File: src/rtl/quick_rs232_pkg.sv
`timescale 1ns/1ps
`default_nettype none
// ============================================================================
// Module   : quick_rs232_pkg
// Purpose  : Shared definitions for the quick_rs232 transmit arbiter: FSM
//            state encodings and the round-robin pick / one-hot index helpers.
// Ports    : none (package)
// Revision : 1.0 - initial release
// ============================================================================
package quick_rs232_pkg;

  // Upper bound on the number of requesters the helpers can handle.
  localparam int MAX_REQ = 8;

  // Arbiter FSM encodings.
  localparam logic [2:0] ST_IDLE      = 3'd0;
  localparam logic [2:0] ST_LOAD      = 3'd1;
  localparam logic [2:0] ST_WAIT_COPY = 3'd2;
  localparam logic [2:0] ST_DRAIN     = 3'd3;
  localparam logic [2:0] ST_RELEASE   = 3'd4;

  // Round-robin pick: returns a one-hot vector selecting the first set
  // request at or after (last_owner+1) mod num_req. The walk runs from the
  // farthest candidate to the nearest so the nearest one overwrites the rest.
  function automatic logic [MAX_REQ-1:0] rr_pick(
    input logic [MAX_REQ-1:0] req,
    input logic [2:0]         last_owner,
    input int                 num_req
  );
    logic [MAX_REQ-1:0] pick;
    logic [2:0]         idx;
    pick = '0;
    for (int k = MAX_REQ; k >= 1; k--) begin
      if (k <= num_req) begin
        idx = 3'((int'(last_owner) + k) % num_req);
        if (req[idx]) begin
          pick      = '0;
          pick[idx] = 1'b1;
        end
      end
    end
    return pick;
  endfunction

  // Index of the set bit in a one-hot vector (0 when the vector is empty).
  function automatic logic [2:0] onehot_to_idx(input logic [MAX_REQ-1:0] onehot);
    logic [2:0] idx;
    idx = '0;
    for (int i = 0; i < MAX_REQ; i++) begin
      if (onehot[i]) idx = 3'(i);
    end
    return idx;
  endfunction

endpackage
`default_nettype wire

File: src/rtl/quick_rs232_rr_picker.sv
`timescale 1ns/1ps
`default_nettype none
// ============================================================================
// Module   : quick_rs232_rr_picker
// Purpose  : Purely combinational round-robin requester selection.
// Ports    : req        - request vector, one bit per requester
//            last_owner - index of the previous grant holder
//            grant      - one-hot selected requester (zero if none)
//            valid      - at least one requester selected
// Revision : 1.0 - initial release
// ============================================================================
module quick_rs232_rr_picker
  import quick_rs232_pkg::*;
#(
  parameter int  NUM_REQ = 4,
  localparam int IDX_W   = $clog2(NUM_REQ)
) (
  input  logic [NUM_REQ-1:0] req,
  input  logic [IDX_W-1:0]   last_owner,
  output logic [NUM_REQ-1:0] grant,
  output logic               valid
);

  logic [MAX_REQ-1:0] w_req_ext;
  logic [MAX_REQ-1:0] w_pick;

  assign w_req_ext = MAX_REQ'(req);
  assign w_pick    = rr_pick(w_req_ext, 3'(last_owner), NUM_REQ);
  assign grant     = w_pick[NUM_REQ-1:0];
  assign valid     = |w_pick;

endmodule
`default_nettype wire

File: src/rtl/quick_rs232_tx_arbiter.sv
`timescale 1ns/1ps
`default_nettype none
// ============================================================================
// Module   : quick_rs232_tx_arbiter
// Purpose  : Packet-level round-robin arbiter feeding bytes from NUM_REQ
//            requesters into a single quick_rs232 transmitter. A grant is
//            held for a whole packet and released once the UART has drained.
// Ports    : clk, rst (async, active-low)
//            req_valid/req_data/req_last  - per-requester byte stream
//            req_ready                    - one-cycle "byte consumed" pulse
//            grant                        - one-hot current owner
//            tx_transaction/tx_data/tx_data_ready - towards quick_rs232
//            tx_data_copied/tx_busy       - from quick_rs232
//            timeout_err                  - pulse when a stalled grant aborts
// Revision : 1.0 - initial release
// ============================================================================
module quick_rs232_tx_arbiter
  import quick_rs232_pkg::*;
#(
  parameter int NUM_REQ        = 4,
  parameter int DATA_WIDTH     = 8,
  parameter int TIMEOUT_CYCLES = 4340
) (
  input  logic                          clk,
  input  logic                          rst,
  input  logic [NUM_REQ-1:0]            req_valid,
  input  logic [NUM_REQ*DATA_WIDTH-1:0] req_data,
  input  logic [NUM_REQ-1:0]            req_last,
  output logic [NUM_REQ-1:0]            req_ready,
  output logic [NUM_REQ-1:0]            grant,
  output logic                          tx_transaction,
  output logic [DATA_WIDTH-1:0]         tx_data,
  output logic                          tx_data_ready,
  input  logic                          tx_data_copied,
  input  logic                          tx_busy,
  output logic                          timeout_err
);

  localparam int c_idx_w = $clog2(NUM_REQ);
  localparam int c_tmo_w = $clog2(TIMEOUT_CYCLES + 1);
  localparam logic [c_tmo_w-1:0] c_tmo_last = c_tmo_w'(TIMEOUT_CYCLES - 1);
  localparam logic [c_tmo_w-1:0] c_tmo_max  = {c_tmo_w{1'b1}};

  logic [2:0]            r_state;
  logic [NUM_REQ-1:0]    r_grant;
  logic [c_idx_w-1:0]    r_owner;
  logic [c_idx_w-1:0]    r_last_owner;
  logic [NUM_REQ-1:0]    r_req_ready;
  logic                  r_tx_transaction;
  logic [DATA_WIDTH-1:0] r_tx_data;
  logic                  r_tx_data_ready;
  logic                  r_timeout_err;
  logic                  r_last_cap;
  logic [c_tmo_w-1:0]    r_tmo_cnt;
  logic [1:0]            r_drain_cnt;

  logic [NUM_REQ-1:0]    w_pick_grant;
  logic                  w_pick_valid;
  logic [DATA_WIDTH-1:0] w_data_arr [NUM_REQ];

  for (genvar gi = 0; gi < NUM_REQ; gi++) begin : g_unpack
    assign w_data_arr[gi] = req_data[gi*DATA_WIDTH +: DATA_WIDTH];
  end

  quick_rs232_rr_picker #(
    .NUM_REQ (NUM_REQ)
  ) u_picker (
    .req        (req_valid),
    .last_owner (r_last_owner),
    .grant      (w_pick_grant),
    .valid      (w_pick_valid)
  );

  always_ff @(posedge clk or negedge rst) begin
    if (!rst) begin
      r_state          <= ST_IDLE;
      r_grant          <= '0;
      r_owner          <= '0;
      r_last_owner     <= c_idx_w'(NUM_REQ - 1);
      r_req_ready      <= '0;
      r_tx_transaction <= 1'b0;
      r_tx_data        <= '0;
      r_tx_data_ready  <= 1'b0;
      r_timeout_err    <= 1'b0;
      r_last_cap       <= 1'b0;
      r_tmo_cnt        <= '0;
      r_drain_cnt      <= '0;
    end else begin
      // Both are single-cycle pulses.
      r_req_ready   <= '0;
      r_timeout_err <= 1'b0;

      case (r_state)
        ST_IDLE: begin
          r_tmo_cnt <= '0;
          if (w_pick_valid) begin
            r_grant          <= w_pick_grant;
            r_owner          <= c_idx_w'(onehot_to_idx(MAX_REQ'(w_pick_grant)));
            r_tx_transaction <= 1'b1;
            r_state          <= ST_LOAD;
          end
        end

        ST_LOAD: begin
          // While req_ready is still pulsing the requester has not yet had
          // an edge to advance its byte, so its bus shows the byte just sent.
          // Skip that cycle rather than sample it twice.
          if (r_req_ready != '0) begin
            r_tmo_cnt <= r_tmo_cnt;
          end else if (req_valid[r_owner]) begin
            r_tx_data       <= w_data_arr[r_owner];
            r_tx_data_ready <= 1'b1;
            r_tmo_cnt       <= '0;
            r_last_cap      <= req_last[r_owner];
            r_state         <= ST_WAIT_COPY;
          end else if (r_tmo_cnt == c_tmo_last) begin
            r_timeout_err <= 1'b1;
            r_state       <= ST_RELEASE;
          end else if (r_tmo_cnt != c_tmo_max) begin
            r_tmo_cnt <= r_tmo_cnt + c_tmo_w'(1);
          end
        end

        ST_WAIT_COPY: begin
          // Byte is already registered, so req_valid is not looked at here.
          if (tx_data_copied) begin
            r_tx_data_ready <= 1'b0;
            r_req_ready     <= r_grant;
            r_drain_cnt     <= '0;
            r_state         <= r_last_cap ? ST_DRAIN : ST_LOAD;
          end
        end

        ST_DRAIN: begin
          // The UART may need a couple of cycles to raise tx_busy after the
          // copy, so do not trust tx_busy until two cycles into DRAIN.
          if (r_drain_cnt != 2'd2) begin
            r_drain_cnt <= r_drain_cnt + 2'd1;
          end else if (!tx_busy) begin
            r_state <= ST_RELEASE;
          end
        end

        ST_RELEASE: begin
          r_tx_transaction <= 1'b0;
          r_grant          <= '0;
          r_last_owner     <= r_owner;
          r_state          <= ST_IDLE;
        end

        default: r_state <= ST_IDLE;
      endcase
    end
  end

  assign req_ready      = r_req_ready;
  assign grant          = r_grant;
  assign tx_transaction = r_tx_transaction;
  assign tx_data        = r_tx_data;
  assign tx_data_ready  = r_tx_data_ready;
  assign timeout_err    = r_timeout_err;

endmodule
`default_nettype wire
File: config.mk
export PLATFORM = sky130hd
export DESIGN_NAME = quick_rs232_tx_arbiter
export DESIGN_NICKNAME = d
export VERILOG_FILES = /design/src/rtl/quick_rs232_pkg.sv /design/src/rtl/quick_rs232_rr_picker.sv /design/src/rtl/quick_rs232_tx_arbiter.sv
export SDC_FILE = /design/constraint.sdc
export NUM_CORES = 1
export LEC_CHECK = 0
export CAP_MARGIN = 20
export CORE_ASPECT_RATIO = 1.25
export CORE_MARGIN = 3
export CORE_UTILIZATION = 45
export CTS_CLUSTER_SIZE = 25
export DETAILED_ROUTE_END_ITERATION = 12
export PLACE_DENSITY = 0.76
export SLEW_MARGIN = 20
export SYNTH_ARGS = -nofsm -noshare
export SYNTH_HDL_FRONTEND = slang
export SYNTH_HIERARCHICAL = 1
export SYNTH_SLANG_ARGS = --single-unit
File: constraint.sdc
create_clock -name clk -period 3.8 [get_ports clk]
set_clock_uncertainty 0.2 [all_clocks]
set_input_delay 0.76 -clock clk [delete_from_list [all_inputs] [get_ports clk]]
set_output_delay 0.76 -clock clk [all_outputs]
set_load 0.02 [all_outputs]
==> results.toml, run 1 <==
[worst_setup_path]
cp-end-kind = "flop"
startpoint_type = "primary input"
reg2reg_to = "r_state[0]$_DFFE_PN0P_"
r2r_slack_ns = 0.19
arrival_ns = 3.63
crit_type = "in2reg"
path_max_fanout = 8
r2r_start = "r_last_owner[0]$_DFFE_PN1P_"
worstPathRequired_ns = 3.78
reg2reg_depth = 10

[finish]
design_area_mm2 = 0.00351
num_antenna_cells = 0
final_common_cell = "clkdlybuf4s50_1"
finalCoreUtilization_pct = 63.1
nets = 384
drive_above_1_share_pct = 17.4
syn_to_final_growth_pct = 32.6
finalNonFillerCells = 397
final_cell_mix = "clkdlybuf4s50_1, dfrtp_1, nand2_1"

[min_path]
min_path_cells = 1
hold_start = "tx_transaction$_DFFE_PN0P_"
hold_end = "tx_transaction$_DFFE_PN0P_"
hp-class = "reg2reg"

[placement]
placed_cell_area_mm2 = 0.00341
pre_cts_slack_ns = -0.150
place_inst = 388
io_buffer_count = 62
globalplace.congestion = 0.883
dp_hpwl_um = 4860

[cts]
clock-root-buffer = "clkbuf_8"
cts_buffer_depth = 2
numClockSinks = 42
clk_latency_ns = 0.30
cts_tree = "yes"
cts_max_level = 2
clkTransAtPathRegs_ns = 0.08
cts_inserted_buffers = 5

[drt]
ant_nets = 0
vias = 2342
drt_iter0_markers = 182
routed_wl_um = 6300
via_per_inst = 5.90
post-route-drc-count = 0
drt_first_pass_iters = 4
wl_per_cell_um = 15.9

[floorplanning]
die_y_um = 91.7
dieArea_mm2 = 0.00684
ios = 63
die-width_um = 74.6
initial_core_util_pct = 47.6
rows = 30
fp.coreArea_mm2 = 0.00556

[pwr]
finalPower_mw = 2.61
p_leak_nw = 1.46
power.density_mw_per_mm2 = 746
peakVddDrop_mv = 0.469

[sta]
whs_ns = 0.310
rsz0062_at_grt = "no"
fmax_mhz = 274
tightestPinTransition_ns = 0.923
min_period_over_period_pct = 95.9
finalSetupViolCount = 0
relSlewSlack_pct = 38.5
maxSlewViolCount = 0
hold_violations = 0
setup_ws_ns = 0.155
setup-tns-final_ns = 0
fin_crit_ns = 3.64

[yosys]
syn_area_per_cell_um2 = 10.3
synth_async_sr_flop_share_pct = 100
syn_inst = 257
synth_xor_area_share_pct = 0
ys_seq_area_share_pct = 39.8
synth_fa_ha_area_share_pct = 3.79
synth_top_family_by_area = "multiplexers"
synth_flop_cell = "dfrtp_1"
syn_nets = 309
ys_ff_latch = 42
synthSimpleGateAreaFrac_pct = 17.4
synthesis.area_mm2 = 0.00264
ys_types = 46
yosys_warnings = 6
synth_edf_count = 0
muxShareOfSynthArea_pct = 19.3
synth_compound_area_share_pct = 15.0

[global_routing]
grt_overflow = 0
antenna_found_initial = 0
grt_start_max_net_pins = 43
grt_usage_pct = 19.7
grt_pass1_vias = 2316
grt_pass1_wl_um = 10700

[run_status]
status = "complete, no violations"

[flow_run]
maxCapViolations = 0
-- area by class of cell --
cell class,count,area [um2]
fill,458,2050
multi-input combinational,185,1470
sequential,42,1050
timing repair buffer,79,743
tap,64,80.1
inverter,19,71.3
clock buffer,5,68.8
clock inverter,3,21.3
-- per-layer routing --
layer | part of all wire, % | global-route usage [%]
met5 | 0 | 0
met3 | 6.5 | 5.70
met2 | 53 | 35.4
met4 | 0.49 | 2.82
met1 | 40 | 23.2
-- registers in the layout, summed over array words and instances (netlist names) --
| register | count |
|---|---|
| grant | 4 |
| r_drain_cnt | 2 |
| r_last_cap | 1 |
| r_last_owner | 2 |
| r_owner | 2 |
| r_state | 3 |
| r_tmo_cnt | 13 |
| req_ready | 4 |
| timeout_err | 1 |
| tx_data | 8 |
| tx_data_ready | 1 |
| tx_transaction | 1 |
-- how the worst max path moves through the flow --
stage	from	end	cells after the start
after floorplan	r_last_owner[1]$_DFFE_PN1P_	r_state[0]$_DFFE_PN0P_	11
after global placement	req_valid[2]	r_state[0]$_DFFE_PN0P_	9
after detailed placement	req_valid[2]	r_state[0]$_DFFE_PN0P_	9
after CTS	req_valid[2]	r_state[0]$_DFFE_PN0P_	9
after global routing	req_valid[2]	r_state[0]$_DFFE_PN0P_	9
final	req_valid[2]	r_state[0]$_DFFE_PN0P_	9
-- synthesized netlist by cell type (7+ instances only) --
| cell type | count | area share [%] |
|---|---|---|
| a21oi_1 | 18 | 3.4 |
| a31oi_1 | 9 | 2.1 |
| dfrtp_1 | 40 | 38 |
| ha_1 | 8 | 3.8 |
| inv_1 | 18 | 2.6 |
| mux2_2 | 12 | 5.1 |
| mux4_2 | 14 | 12 |
| nand2_1 | 20 | 2.8 |
| nand3_1 | 9 | 1.7 |
| nor2_1 | 9 | 1.3 |
| nor2b_1 | 7 | 1.7 |
| o21ai_0 | 15 | 2.8 |
-- logic make-up after synthesis --
family | after synthesis
simple gates | 82
buf+inv | 30
flops | 42
mux | 32
compound gates | 63
fa+ha+maj | 8
-- timing repair --
action,4_1_cts,5_1_grt
setup endpoints to repair,0,2
setup buffers,0,1
hold buffers,0,0
gates resized for setup,0,1
endpoints found under the hold margin,0,0
-- where the power goes --
group	leakage, nW	switching [mW]	internal, mW
clock network	0.0441	0.169	0.129
logic	0.880	0.780	0.797
registers	0.533	0.145	0.594
-- critical path, stage by stage --
cell and delay [ns]:
clkdlybuf4s50_1 0.50, mux4_2 0.60, a211oi_1 0.30, a222oi_1 0.15, or4b_1 0.58, mux2i_1 0.17
a22oi_1 0.09, nand2_1 0.15, mux2_2 0.34
Power figures use the tool's default switching activity.
==> inputs of run 2 (changes only) <==
- SLEW_MARGIN: 20 -> 10
==> results of run 2 <==
Same layout as run 1: the final DEF is identical, and so are final timing and power.
